[src/rtl/if_fetch_stage.sv]
// Instruction-fetch stage: owns the PC, issues one outstanding imem request at a time,
// and presents {pc, pc+4, inst, valid} to the IF/ID register. It parks one response
// during a stall and discards in-flight responses that a redirect has made stale.
module if_fetch_stage #(
  parameter logic [31:0] RESET_PC = 32'h0000_0000,
  parameter logic [31:0] NOP_INST = 32'h0000_0013
) (
  input  logic        clk,
  input  logic        rst,
  input  logic        stall,
  input  logic        redirect,
  input  logic [31:0] redirect_pc,
  output logic        imem_req,
  output logic [31:0] imem_addr,
  input  logic        imem_rvalid,
  input  logic [31:0] imem_rdata,
  output logic [31:0] pc_out,
  output logic [31:0] pc_plus_4_out,
  output logic [31:0] inst_out,
  output logic        inst_valid
);

  // The skid buffer is occupied exactly when the FSM sits in StHold.
  typedef enum logic [1:0] {
    StBoot,
    StReq,
    StDrop,
    StHold
  } state_t;

  state_t      state_q, state_d;
  logic [31:0] pc_q, pc_d;
  logic        req_q, req_d;
  logic [31:0] addr_q, addr_d;
  logic [31:0] out_pc_q, out_pc_d;
  logic [31:0] out_pc4_q, out_pc4_d;
  logic [31:0] out_inst_q, out_inst_d;
  logic        out_valid_q, out_valid_d;
  logic [31:0] skid_pc_q, skid_pc_d;
  logic [31:0] skid_inst_q, skid_inst_d;

  logic [31:0] addr_plus_4;
  assign addr_plus_4 = addr_q + 32'd4;

  // Next-state, PC, request address, skid buffer and presented-output selection.
  always_comb begin
    state_d     = state_q;
    pc_d        = pc_q;
    addr_d      = addr_q;
    out_pc_d    = out_pc_q;
    out_pc4_d   = out_pc4_q;
    out_inst_d  = out_inst_q;
    out_valid_d = out_valid_q;
    skid_pc_d   = skid_pc_q;
    skid_inst_d = skid_inst_q;

    unique case (state_q)
      StBoot: begin
        // Any rvalid seen here is left over from before reset and is ignored.
        state_d = StReq;
        if (redirect) begin
          pc_d   = redirect_pc;
          addr_d = redirect_pc;
        end else begin
          addr_d = pc_q;
        end
      end

      StReq: begin
        if (redirect) begin
          pc_d        = redirect_pc;
          out_inst_d  = NOP_INST;
          out_valid_d = 1'b0;
          if (imem_rvalid) begin
            // Response retired this cycle, so the new target can be requested at once.
            state_d = StReq;
            addr_d  = redirect_pc;
          end else begin
            // Old request is still in flight; keep it stable until it drains.
            state_d = StDrop;
          end
        end else if (imem_rvalid) begin
          pc_d   = addr_plus_4;
          addr_d = addr_plus_4;
          if (stall) begin
            skid_pc_d   = addr_q;
            skid_inst_d = imem_rdata;
            state_d     = StHold;
          end else begin
            out_pc_d    = addr_q;
            out_pc4_d   = addr_plus_4;
            out_inst_d  = imem_rdata;
            out_valid_d = 1'b1;
          end
        end else if (!stall) begin
          // Nothing arrived: present a bubble, keep the last PC visible.
          out_inst_d  = NOP_INST;
          out_valid_d = 1'b0;
        end
      end

      StDrop: begin
        if (redirect) begin
          pc_d        = redirect_pc;
          out_inst_d  = NOP_INST;
          out_valid_d = 1'b0;
          // If the stale response lands in the same cycle, the drain is over too.
          if (imem_rvalid) begin
            state_d = StReq;
            addr_d  = redirect_pc;
          end
        end else if (imem_rvalid) begin
          state_d = StReq;
          addr_d  = pc_q;
        end
      end

      StHold: begin
        if (redirect) begin
          // Leaving StHold flushes the parked response.
          pc_d        = redirect_pc;
          addr_d      = redirect_pc;
          out_inst_d  = NOP_INST;
          out_valid_d = 1'b0;
          state_d     = StReq;
        end else if (!stall) begin
          out_pc_d    = skid_pc_q;
          out_pc4_d   = skid_pc_q + 32'd4;
          out_inst_d  = skid_inst_q;
          out_valid_d = 1'b1;
          addr_d      = pc_q;
          state_d     = StReq;
        end
      end

      default: begin
        state_d = StBoot;
      end
    endcase

    req_d = (state_d == StReq) || (state_d == StDrop);
  end

  // State and datapath registers; reset drops any outstanding request immediately.
  always_ff @(posedge clk or posedge rst) begin
    if (rst) begin
      state_q     <= StBoot;
      pc_q        <= RESET_PC;
      req_q       <= 1'b0;
      addr_q      <= RESET_PC;
      out_pc_q    <= 32'd0;
      out_pc4_q   <= 32'd0;
      out_inst_q  <= NOP_INST;
      out_valid_q <= 1'b0;
      skid_pc_q   <= 32'd0;
      skid_inst_q <= NOP_INST;
    end else begin
      state_q     <= state_d;
      pc_q        <= pc_d;
      req_q       <= req_d;
      addr_q      <= addr_d;
      out_pc_q    <= out_pc_d;
      out_pc4_q   <= out_pc4_d;
      out_inst_q  <= out_inst_d;
      out_valid_q <= out_valid_d;
      skid_pc_q   <= skid_pc_d;
      skid_inst_q <= skid_inst_d;
    end
  end

  assign imem_req      = req_q;
  assign imem_addr     = addr_q;
  assign pc_out        = out_pc_q;
  assign pc_plus_4_out = out_pc4_q;
  assign inst_out      = out_inst_q;
  assign inst_valid    = out_valid_q;

endmodule
[config.mk]
export PLATFORM = sky130hd
export DESIGN_NAME = if_fetch_stage
export DESIGN_NICKNAME = d
export VERILOG_FILES = /design/src/rtl/if_fetch_stage.sv
export SDC_FILE = /design/constraint.sdc
export NUM_CORES = 1
export LEC_CHECK = 0
export CAP_MARGIN = 5
export CORE_ASPECT_RATIO = 1.25
export CORE_MARGIN = 5
export CORE_UTILIZATION = 50
export CTS_BUF_LIST = sky130_fd_sc_hd__clkbuf_4 sky130_fd_sc_hd__clkbuf_8 sky130_fd_sc_hd__clkbuf_16
export DETAILED_ROUTE_END_ITERATION = 12
export PLACE_DENSITY = 0.79
export SKIP_CTS_REPAIR_TIMING = 1
export SYNTH_ARGS = -nofsm -noshare
export SYNTH_HDL_FRONTEND = slang
export SYNTH_SLANG_ARGS = --single-unit
[constraint.sdc]
create_clock -name clk -period 26.4 [get_ports clk]
set_clock_uncertainty 0.05 [all_clocks]
set_input_delay 6.6 -clock clk [delete_from_list [all_inputs] [get_ports clk]]
set_output_delay 6.6 -clock clk [all_outputs]
set_load 0.02 [all_outputs]
==> load_flow_metrics.sql <==
INSERT INTO impl_metrics (metric_group, metric, value, unit) VALUES
('clock_tree', 'clkSlewWorstSetupHoldPaths', '0.06', 'ns'),
('clock_tree', 'clock_sink_count', '226', ''),
('critical_path', 'critical_path_fanouts_max', '99', ''),
('detailed_routing', 'wl_per_cell', '20.3', 'um'),
('flow_run', 'max-cap-violations', '0', ''),
('clock_tree', 'ctsHtreeMaxLevel', '1', ''),
('power', 'p_leak', '6.22', 'nW'),
('detailed_routing', 'detail_route.first_pass.iterations', '5', ''),
('clock_tree', 'cts_root_buffer', 'sky130_fd_sc_hd__clkbuf_16', ''),
('critical_path', 'r2r_cells', '8', ''),
('global_routing', 'grt_antenna_before_repair', '2', ''),
('logic_synthesis', 'synthDistinctLibCells', '67', ''),
('logic_synthesis', 'netlist.area_leader.share', '0.450', ''),
('detailed_routing', 'drc', '0', ''),
('power', 'netSwitchingPower', '0.826', 'mW'),
('power', 'power.density', '128', 'nW/um2'),
('logic_synthesis', 'flop_and_latch_count_out_of_synthesis', '226', ''),
('logic_synthesis', 'synthDominantAreaCellType', 'sky130_fd_sc_hd__dfrtp_1', ''),
('logic_synthesis', 'synth_async_sr_flop_share', '1.00', ''),
('detailed_routing', 'drt_wl_total', '35800', 'um'),
('hold_path', 'hold_end', 'pc_out[16]', ''),
('critical_path', 'arrival', '9.53', 'ns'),
('logic_synthesis', 'synth_commonest_cells', 'sky130_fd_sc_hd__dfrtp_1, sky130_fd_sc_hd__nand2_1, sky130_fd_sc_hd__o21ai_0', ''),
('cells_and_area', 'fin_cells', '1767', ''),
('critical_path', 'cp.required', '26.78', 'ns'),
('logic_synthesis', 'postSynth.topFlopCell', 'sky130_fd_sc_hd__dfrtp_1', ''),
('critical_path', 'timing.critical_path.to_type', 'flop', ''),
('global_routing', 'number_of_global_route_vias_before_repair', '10500', ''),
('cells_and_area', 'flow.area_growth_from_synthesis', '24.3', '%'),
('power', 'comb_power_share', '0.471', ''),
('global_routing', 'grt_first_pass_wirelength', '57200', 'um'),
('critical_path', 'r2r-start', 'state_q[1]', ''),
('power', 'swShare', '0.423', ''),
('hold_path', 'startpoint_of_the_most_critical_hold_path', 'pc_out[16]', ''),
('place', 'io_buffers', '198', ''),
('sta', 'maxClockFrequency', '0.109', 'GHz'),
('sta', 'max_slew.worst_pin.slew', '1.12', 'ns'),
('hold_path', 'whs_path_depth', '2', ''),
('logic_synthesis', 'postSynthAreaPerCell', '9.52', 'um2'),
('logic_synthesis', 'yosys.cell_count.top_type', 'sky130_fd_sc_hd__dfrtp_1', ''),
('logic_synthesis', 'synth_warnings', '0', ''),
('critical_path', 'critical_path_class', 'in -> reg', ''),
('critical_path', 'worst_r2r_setup_slack', '23.11', 'ns'),
('power', 'seq_power_share', '0.346', ''),
('place', 'gp_congestion', '0.934', ''),
('sta', 'layout_worst_path_cycle_share', '0.346', ''),
('place', 'place.detailed.instances', '1724', ''),
('cells_and_area', 'insertedDiodeCount', '0', ''),
('cells_and_area', 'fin_nets', '1496', ''),
('status', 'status', 'finished clean', ''),
('sta', 'totalNegativeSetupSlack', '0', 'ns'),
('critical_path', 'critPathLaunchType', 'input pin', ''),
('cells_and_area', 'drive_above_1_share', '0.106', ''),
('logic_synthesis', 'synth.area.top_cells', 'sky130_fd_sc_hd__dfrtp_1, sky130_fd_sc_hd__mux2i_1, sky130_fd_sc_hd__o21ai_0, sky130_fd_sc_hd__mux2_2, sky130_fd_sc_hd__nand2_1', ''),
('floorplanning', 'placementRows', '64', ''),
('logic_synthesis', 'yosysSeqAreaShare', '0.463', ''),
('floorplanning', 'die_h', '185', 'um'),
('place', 'place_hpwl', '24200', 'um'),
('sta', 'max-slew-margin-rel', '0.254', ''),
('logic_synthesis', 'synth_cells', '1285', ''),
('critical_path', 'regToRegEndpoint', 'pc_plus_4_out[20]', ''),
('power', 'internal_power', '1.13', 'mW'),
('hold_path', 'hold_path_class', 'reg -> reg', ''),
('sta', 'rsz0062_at_grt', 'no', ''),
('floorplanning', 'core_region', '24300', 'um2'),
('sta', 'finalCriticalPeriod', '9.14', 'ns'),
('logic_synthesis', 'syn_area', '12200', 'um2'),
('clock_tree', 'cts_tree', 'done', ''),
('sta', 'final-hold-violation-count', '0', ''),
('clock_tree', 'max-clock-path-buffers', '3', ''),
('global_routing', 'track_usage', '0.255', '');
## worst max path at each step
stage | start | depth (start not counted) | end
after CTS | imem_rvalid | 8 | pc_plus_4_out[20]
after floorplan | rst | 1 | imem_addr[0]
after global placement | imem_rvalid | 8 | pc_plus_4_out[20]
after global routing | imem_rvalid | 8 | pc_plus_4_out[20]
final | imem_rvalid | 8 | pc_plus_4_out[20]
after detailed placement | imem_rvalid | 8 | pc_plus_4_out[20]
## cells in the final DEF (no fill, tap or decap), types with 28 or more instances in the layout
cell type	n
sky130_fd_sc_hd__nor2_1	73
sky130_fd_sc_hd__mux2_2	58
sky130_fd_sc_hd__o21ai_0	130
sky130_fd_sc_hd__clkdlybuf4s50_1	196
sky130_fd_sc_hd__mux2i_1	77
sky130_fd_sc_hd__a21oi_1	70
sky130_fd_sc_hd__dfrtp_1	220
sky130_fd_sc_hd__xor2_1	28
sky130_fd_sc_hd__nand2_1	168
sky130_fd_sc_hd__nand3_1	32
sky130_fd_sc_hd__a22oi_1	34
## final cells by class
class | count | area (um2)
clock inverter | 8 | 96.3
clock buffer | 35 | 744
sequential | 226 | 5660
timing repair buffer | 214 | 2090
tap | 330 | 413
inverter | 24 | 97.6
fill | 2024 | 9130
multi-input combinational | 930 | 6110
## stage by stage
stage	instance area [um2]	worst slack, ns	power (mW)	utilization
3_5_place_dp	14400	16.79	1.59	0.591
2_1_floorplan	12200	13.57	1.22	-
5_1_grt	15200	17.10	2.07	0.625
3_3_place_gp	14400	16.92	1.56	0.591
4_1_cts	15200	17.33	1.95	0.625
6_report	15200	17.26	1.95	0.625
## worst max-delay path, cell delays in order
cell and delay [ns]:
sky130_fd_sc_hd__buf_2 0.07, sky130_fd_sc_hd__buf_4 0.59, sky130_fd_sc_hd__and2_1 0.97, sky130_fd_sc_hd__o21ai_4 0.14, sky130_fd_sc_hd__buf_4 0.38, sky130_fd_sc_hd__nor2_1 0.39
sky130_fd_sc_hd__o21ai_0 0.16, sky130_fd_sc_hd__o211ai_1 0.11
## power by group through the flow
stage	logic, mW	registers [mW]	clock network, mW
final	0.921	0.677	0.356
after global routing	0.999	0.699	0.376
after CTS	0.923	0.671	0.362
after detailed placement	0.916	0.674	0
after global placement	0.892	0.671	0
after floorplan	0.496	0.724	0
## flip-flops by register name (all words and copies together), names as in the netlist
| register | cells |
|---|---|
| pc_q | 32 |
| skid_inst_q | 32 |
| pc_out | 32 |
| state_q | 2 |
| inst_valid | 1 |
| imem_req | 1 |
| pc_plus_4_out | 30 |
| inst_out | 32 |
| skid_pc_q | 32 |
| imem_addr | 32 |
## metal layers
layer / track usage / vias up / part of all wire
met5: 0 / - / 0.00095
met4: 0.0901 / 4 / 0.030
met3: 0.0592 / 73 / 0.096
met2: 0.404 / 504 / 0.47
met1: 0.346 / 5274 / 0.40
li1: - / 4909 / -
## kinds of logic (layout without fill, tap and decap cells)
logic type      after synthesis  in the layout  share of synthesized area
buf+inv                     129            281                     0.0426
fa+ha+maj                     7              7                    0.00716
flops                       226            226                      0.463
mux                         135            135                      0.116
compound gates              365            365                      0.188
xor+xnor                     49             49                     0.0357
simple gates                374            374                      0.147
(Power assumes the default switching activity.)
==> patch 1 (config.mk and constraints unchanged) <==
The 4 states of `state_t` get a Gray code encoding in 2 bits.
--- a/src/rtl/if_fetch_stage.sv
+++ b/src/rtl/if_fetch_stage.sv
@@ -22,10 +22,10 @@
 
   // The skid buffer is occupied exactly when the FSM sits in StHold.
   typedef enum logic [1:0] {
-    StBoot,
-    StReq,
-    StDrop,
-    StHold
+    StBoot = 2'b00,
+    StReq  = 2'b01,
+    StDrop = 2'b11,
+    StHold = 2'b10
   } state_t;
 
   state_t      state_q, state_d;
Behaviour: same outputs for any inputs over 4 cycles, from zero or initial values and one cycle with rst high; so few cycles prove little.
==> patch 1 against the unedited design <==
- final area decreased by 2.5%
- wire length decreased by 0.61%
- synthesized area decreased by 2.3%
- sequential cell count decreased by 1
- worst setup slack got worse by 0.38 ns
- largest cell class unchanged
Power is not compared: it rests on default switching activity, and its combinational part moved more than twofold at a synthesized area within 25%.
==> patch 1: results <==
set metrics [dict create \
    r2r_cells 7 \
    cpPeakStageDelay_ns 0.65 \
    dpl.cell_count 1665 \
    grt_pass1_vias 10480 \
    synthTopCellsByCount "dfrtp_1, nand2_1, o21ai_0, clkbuf_1, nor2_1" \
    layout.cells.non_filler 1708 \
    fin_nets 1470 \
    gp_congestion 0.911 \
    synthMuxAreaShare 0.0909 \
    slew_headroom 0.121 \
    wl_per_cell_um 20.8 \
    crit_slowest_cell "buf_4" \
    grt_max_degree 103 \
    synthTopCellsByArea "dfrtp_1, nand2_1, mux2_2, o21ai_0, mux2i_1" \
    via_per_inst 6.24 \
    synth_nets 1341 \
    rrSetupSlack_ns 23.07 \
    syn_avg_cell_area_um2 9.41 \
    drtPass1Iterations 6 \
    rr_startpoint "state_q[0]" \
    arrival_ns 9.87 \
    hold_end "pc_out[26]" \
    status "finished clean" \
    cp_max_fo 87 \
    yosys.area_share.adder 0.00209 \
    post-place-ws_ns 16.39 \
    hpwlAfterDp_um 24400 \
    grt_pass1_wl_um 57000 \
    worstHoldStart "pc_out[26]" \
    synth_compound_area_frac 0.185 \
    fillCellCount 1907 \
]
## patch 1: cell count changes in the layout (fill, tap and decap cells not counted), sizes merged, moves of 7 or more
| cell | before | now |
|---|---|---|
| a211oi | 13 | 6 |
| a21oi | 71 | 48 |
| a31oi | 14 | 27 |
| mux2 | 58 | 68 |
| mux2i | 77 | 32 |
| nand2 | 168 | 205 |
| nand3 | 36 | 26 |
| nand4 | 13 | 23 |
| nor4 | 12 | 21 |
| o21ai | 133 | 114 |
| o22ai | 3 | 22 |
| xnor2 | 21 | 34 |
| xor2 | 28 | 9 |
## patch 1: logic make-up (layout without fill, tap and decap cells)
kind of cell | after synthesis | count (layout)
fa+ha+maj | 2 | 2
flops | 225 | 225
xor+xnor | 43 | 43
mux | 100 | 100
simple gates | 420 | 420
buf+inv | 135 | 281
compound gates | 345 | 345
## patch 1: through the flow
step,area (um^2),power [mW],hold slack (ns)
after floorplan,12000,0.743,0.414
after global placement,14000,0.903,0.410
after detailed placement,14000,0.919,0.418
after CTS,14800,1.28,0.432
after global routing,14800,1.33,0.446
final,14800,1.27,0.426
## patch 1: layout make-up
type / count / area share
Multi-Input combinational cell: 910 / 0.390
Sequential cell: 225 / 0.380
Timing Repair Buffer: 217 / 0.143
Clock buffer: 34 / 0.0476
Tap cell: 292 / 0.0246
Clock inverter: 9 / 0.00886
Inverter: 21 / 0.00582
## patch 1: worst max path at each step
stage	from	endpoint	slack, ns	depth (start not counted)
floorplan	rst	imem_addr[0]	13.60	1
global placement	redirect	skid_pc_q[7]	16.46	8
detailed placement	redirect	skid_pc_q[4]	16.39	8
CTS	redirect	skid_pc_q[4]	16.93	8
global route	redirect	skid_pc_q[6]	16.61	8
finish	redirect	skid_pc_q[4]	16.88	8
## patch 1: power groups by stage
stage          Combinational (mW)  Clock (mW)  Sequential, mW
4_1_cts                     0.388       0.361           0.526
2_1_floorplan               0.192           0           0.551
5_1_grt                     0.417       0.375           0.541
6_report                    0.387       0.358           0.530
3_3_place_gp                0.377           0           0.527
3_5_place_dp                0.387           0           0.532
## patch 1: metal layers
layer,up-vias,GRT usage,share of wire
met3,112,0.0541,0.090
met5,-,0,0
met2,558,0.402,0.47
met4,0,0.117,0.043
li1,4830,-,-
met1,5163,0.347,0.40
## patch 1: worst max-delay path, delay by kind of cell
family	cells	cell delay (ns)
mux	1	0.39
simple gates	3	1.43
buf+inv	4	1.40
==> patch 2 (same settings) <==
Made on the original files. Set the parameter `NOP_INST` to 32'h00000009 (it was 32'h0000_0013).
--- a/src/rtl/if_fetch_stage.sv
+++ b/src/rtl/if_fetch_stage.sv
@@ -3,7 +3,7 @@
 // during a stall and discards in-flight responses that a redirect has made stale.
 module if_fetch_stage #(
   parameter logic [31:0] RESET_PC = 32'h0000_0000,
-  parameter logic [31:0] NOP_INST = 32'h0000_0013
+  parameter logic [31:0] NOP_INST = 32'h00000009
 ) (
   input  logic        clk,
   input  logic        rst,
Function: changed (a bounded check fails within 4 cycles, from zero or initial values and one cycle with rst high).
==> patch 2 against the unedited design <==
- combinational power down 3.8%
- wire length down 3.6%
- synthesized area down 0.29%
- final area shrank 0.81%
- total power shrank 1.1%
- largest power group unchanged
- highest routed layer unchanged
- synthesized cell count decreased by 1.6%
- worst setup slack got worse by 0.63 ns
- final cell count shrank 1.8%
- sequential cell count unchanged
==> patch 2: results <==
set metrics [dict create \
    status "finished clean" \
    clock-root-buffer "clkbuf_16" \
    gp_congestion 0.887 \
    hpwlAfterDp_um 22800 \
    via_per_inst 6.02 \
    drtIter0Drc 861 \
    antenna_found_initial 2 \
    fin_nets 1464 \
    dr_wl_met3_um 3080 \
    synthTopCellsByArea "dfrtp_1, mux2i_1, mux2_2, o21ai_0, nand2_1" \
    synth_compound_area_frac 0.178 \
    ys_seq_area_frac 0.464 \
    hold_path_class "flop to flop" \
    wl_per_cell_um 19.9 \
    drive_above_1_share 0.111 \
    met2_length_um 16500 \
    yosys.area_share.adder 0.00718 \
    track_usage 0.248 \
    grtUsageMet1 0.322 \
    drt-met1-wl_um 13800 \
    drtPass1Iterations 6 \
    fillCellCount 1988 \
    yosys.area_share.xor_xnor 0.0380 \
    synth_nets 1340 \
    clk_pin_slew_ns 0.06 \
    arrival_ns 10.13 \
    vdd_drop_max_v 0.0000948 \
    synthTopCellsByCount "dfrtp_1, nand2_1, o21ai_0, clkbuf_1, mux2i_1" \
    grt_max_degree 110 \
    grt_pass1_vias 10499 \
    tightest_slew_ns 1.29 \
    met2_usage 0.409 \
    p_leak_nw 6.13 \
    use_met3 0.0558 \
    ys_types 58 \
    cts.sinks 226 \
    synthMuxAreaShare 0.136 \
    cp_max_fo 104 \
    grt_pass1_wl_um 55900 \
    numCtsBuffers 25 \
]
==> patch 2: critical path, cell delays in order <==
cell and delay (ns):
buf_2 0.09, buf_4 0.58, nand2_1 0.68, a211o_2 0.48, buf_4 0.38, nor2_1 0.95
a22oi_1 0.16, o21ai_0 0.15
==> patch 2: area by class of cell <==
class,count,area (um^2),share of cell area
clock inverters,6,80.1,0.00531
repair buffers,214,2090,0.139
flip-flops and latches,226,5660,0.375
well taps,330,413,0.0274
clock buffers,39,774,0.0513
inverters,12,52.6,0.00348
multi-input cells,909,6020,0.399
==> patch 2: through the flow <==
| stage | std cells | hold WS, ns | area (um^2) | setup slack (ns) | utilization |
|---|---|---|---|---|---|
| after floorplan | 1264 | 0.429 | 12200 | 13.57 | - |
| after global placement | 1691 | 0.411 | 14200 | 16.31 | 0.587 |
| after detailed placement | 1691 | 0.418 | 14200 | 16.20 | 0.587 |
| after CTS | 1736 | 0.431 | 15100 | 16.72 | 0.622 |
| after global routing | 1736 | 0.453 | 15100 | 16.37 | 0.622 |
| final | 1736 | 0.425 | 15100 | 16.63 | 0.622 |
==> patch 2: power breakdown <==
group	internal [mW]	leakage [nW]	switching, mW
Combinational	0.403	2.91	0.483
Sequential	0.506	2.78	0.179
Clock	0.220	0.435	0.140
==> patch 2: path summary, 6_finish.rpt <==
kind	start	endpoint	slack (ns)	cells after the start
max reg2reg	state_q[1]	imem_req	22.46	7
max in group asynchronous	rst	pc_out[14]	17.64	4
max	imem_rvalid	pc_plus_4_out[15]	16.63	8
min reg2reg	pc_out[24]	pc_out[24]	0.43	2
min	pc_out[24]	pc_out[24]	0.43	2
min in group asynchronous	rst	skid_inst_q[25]	6.59	2
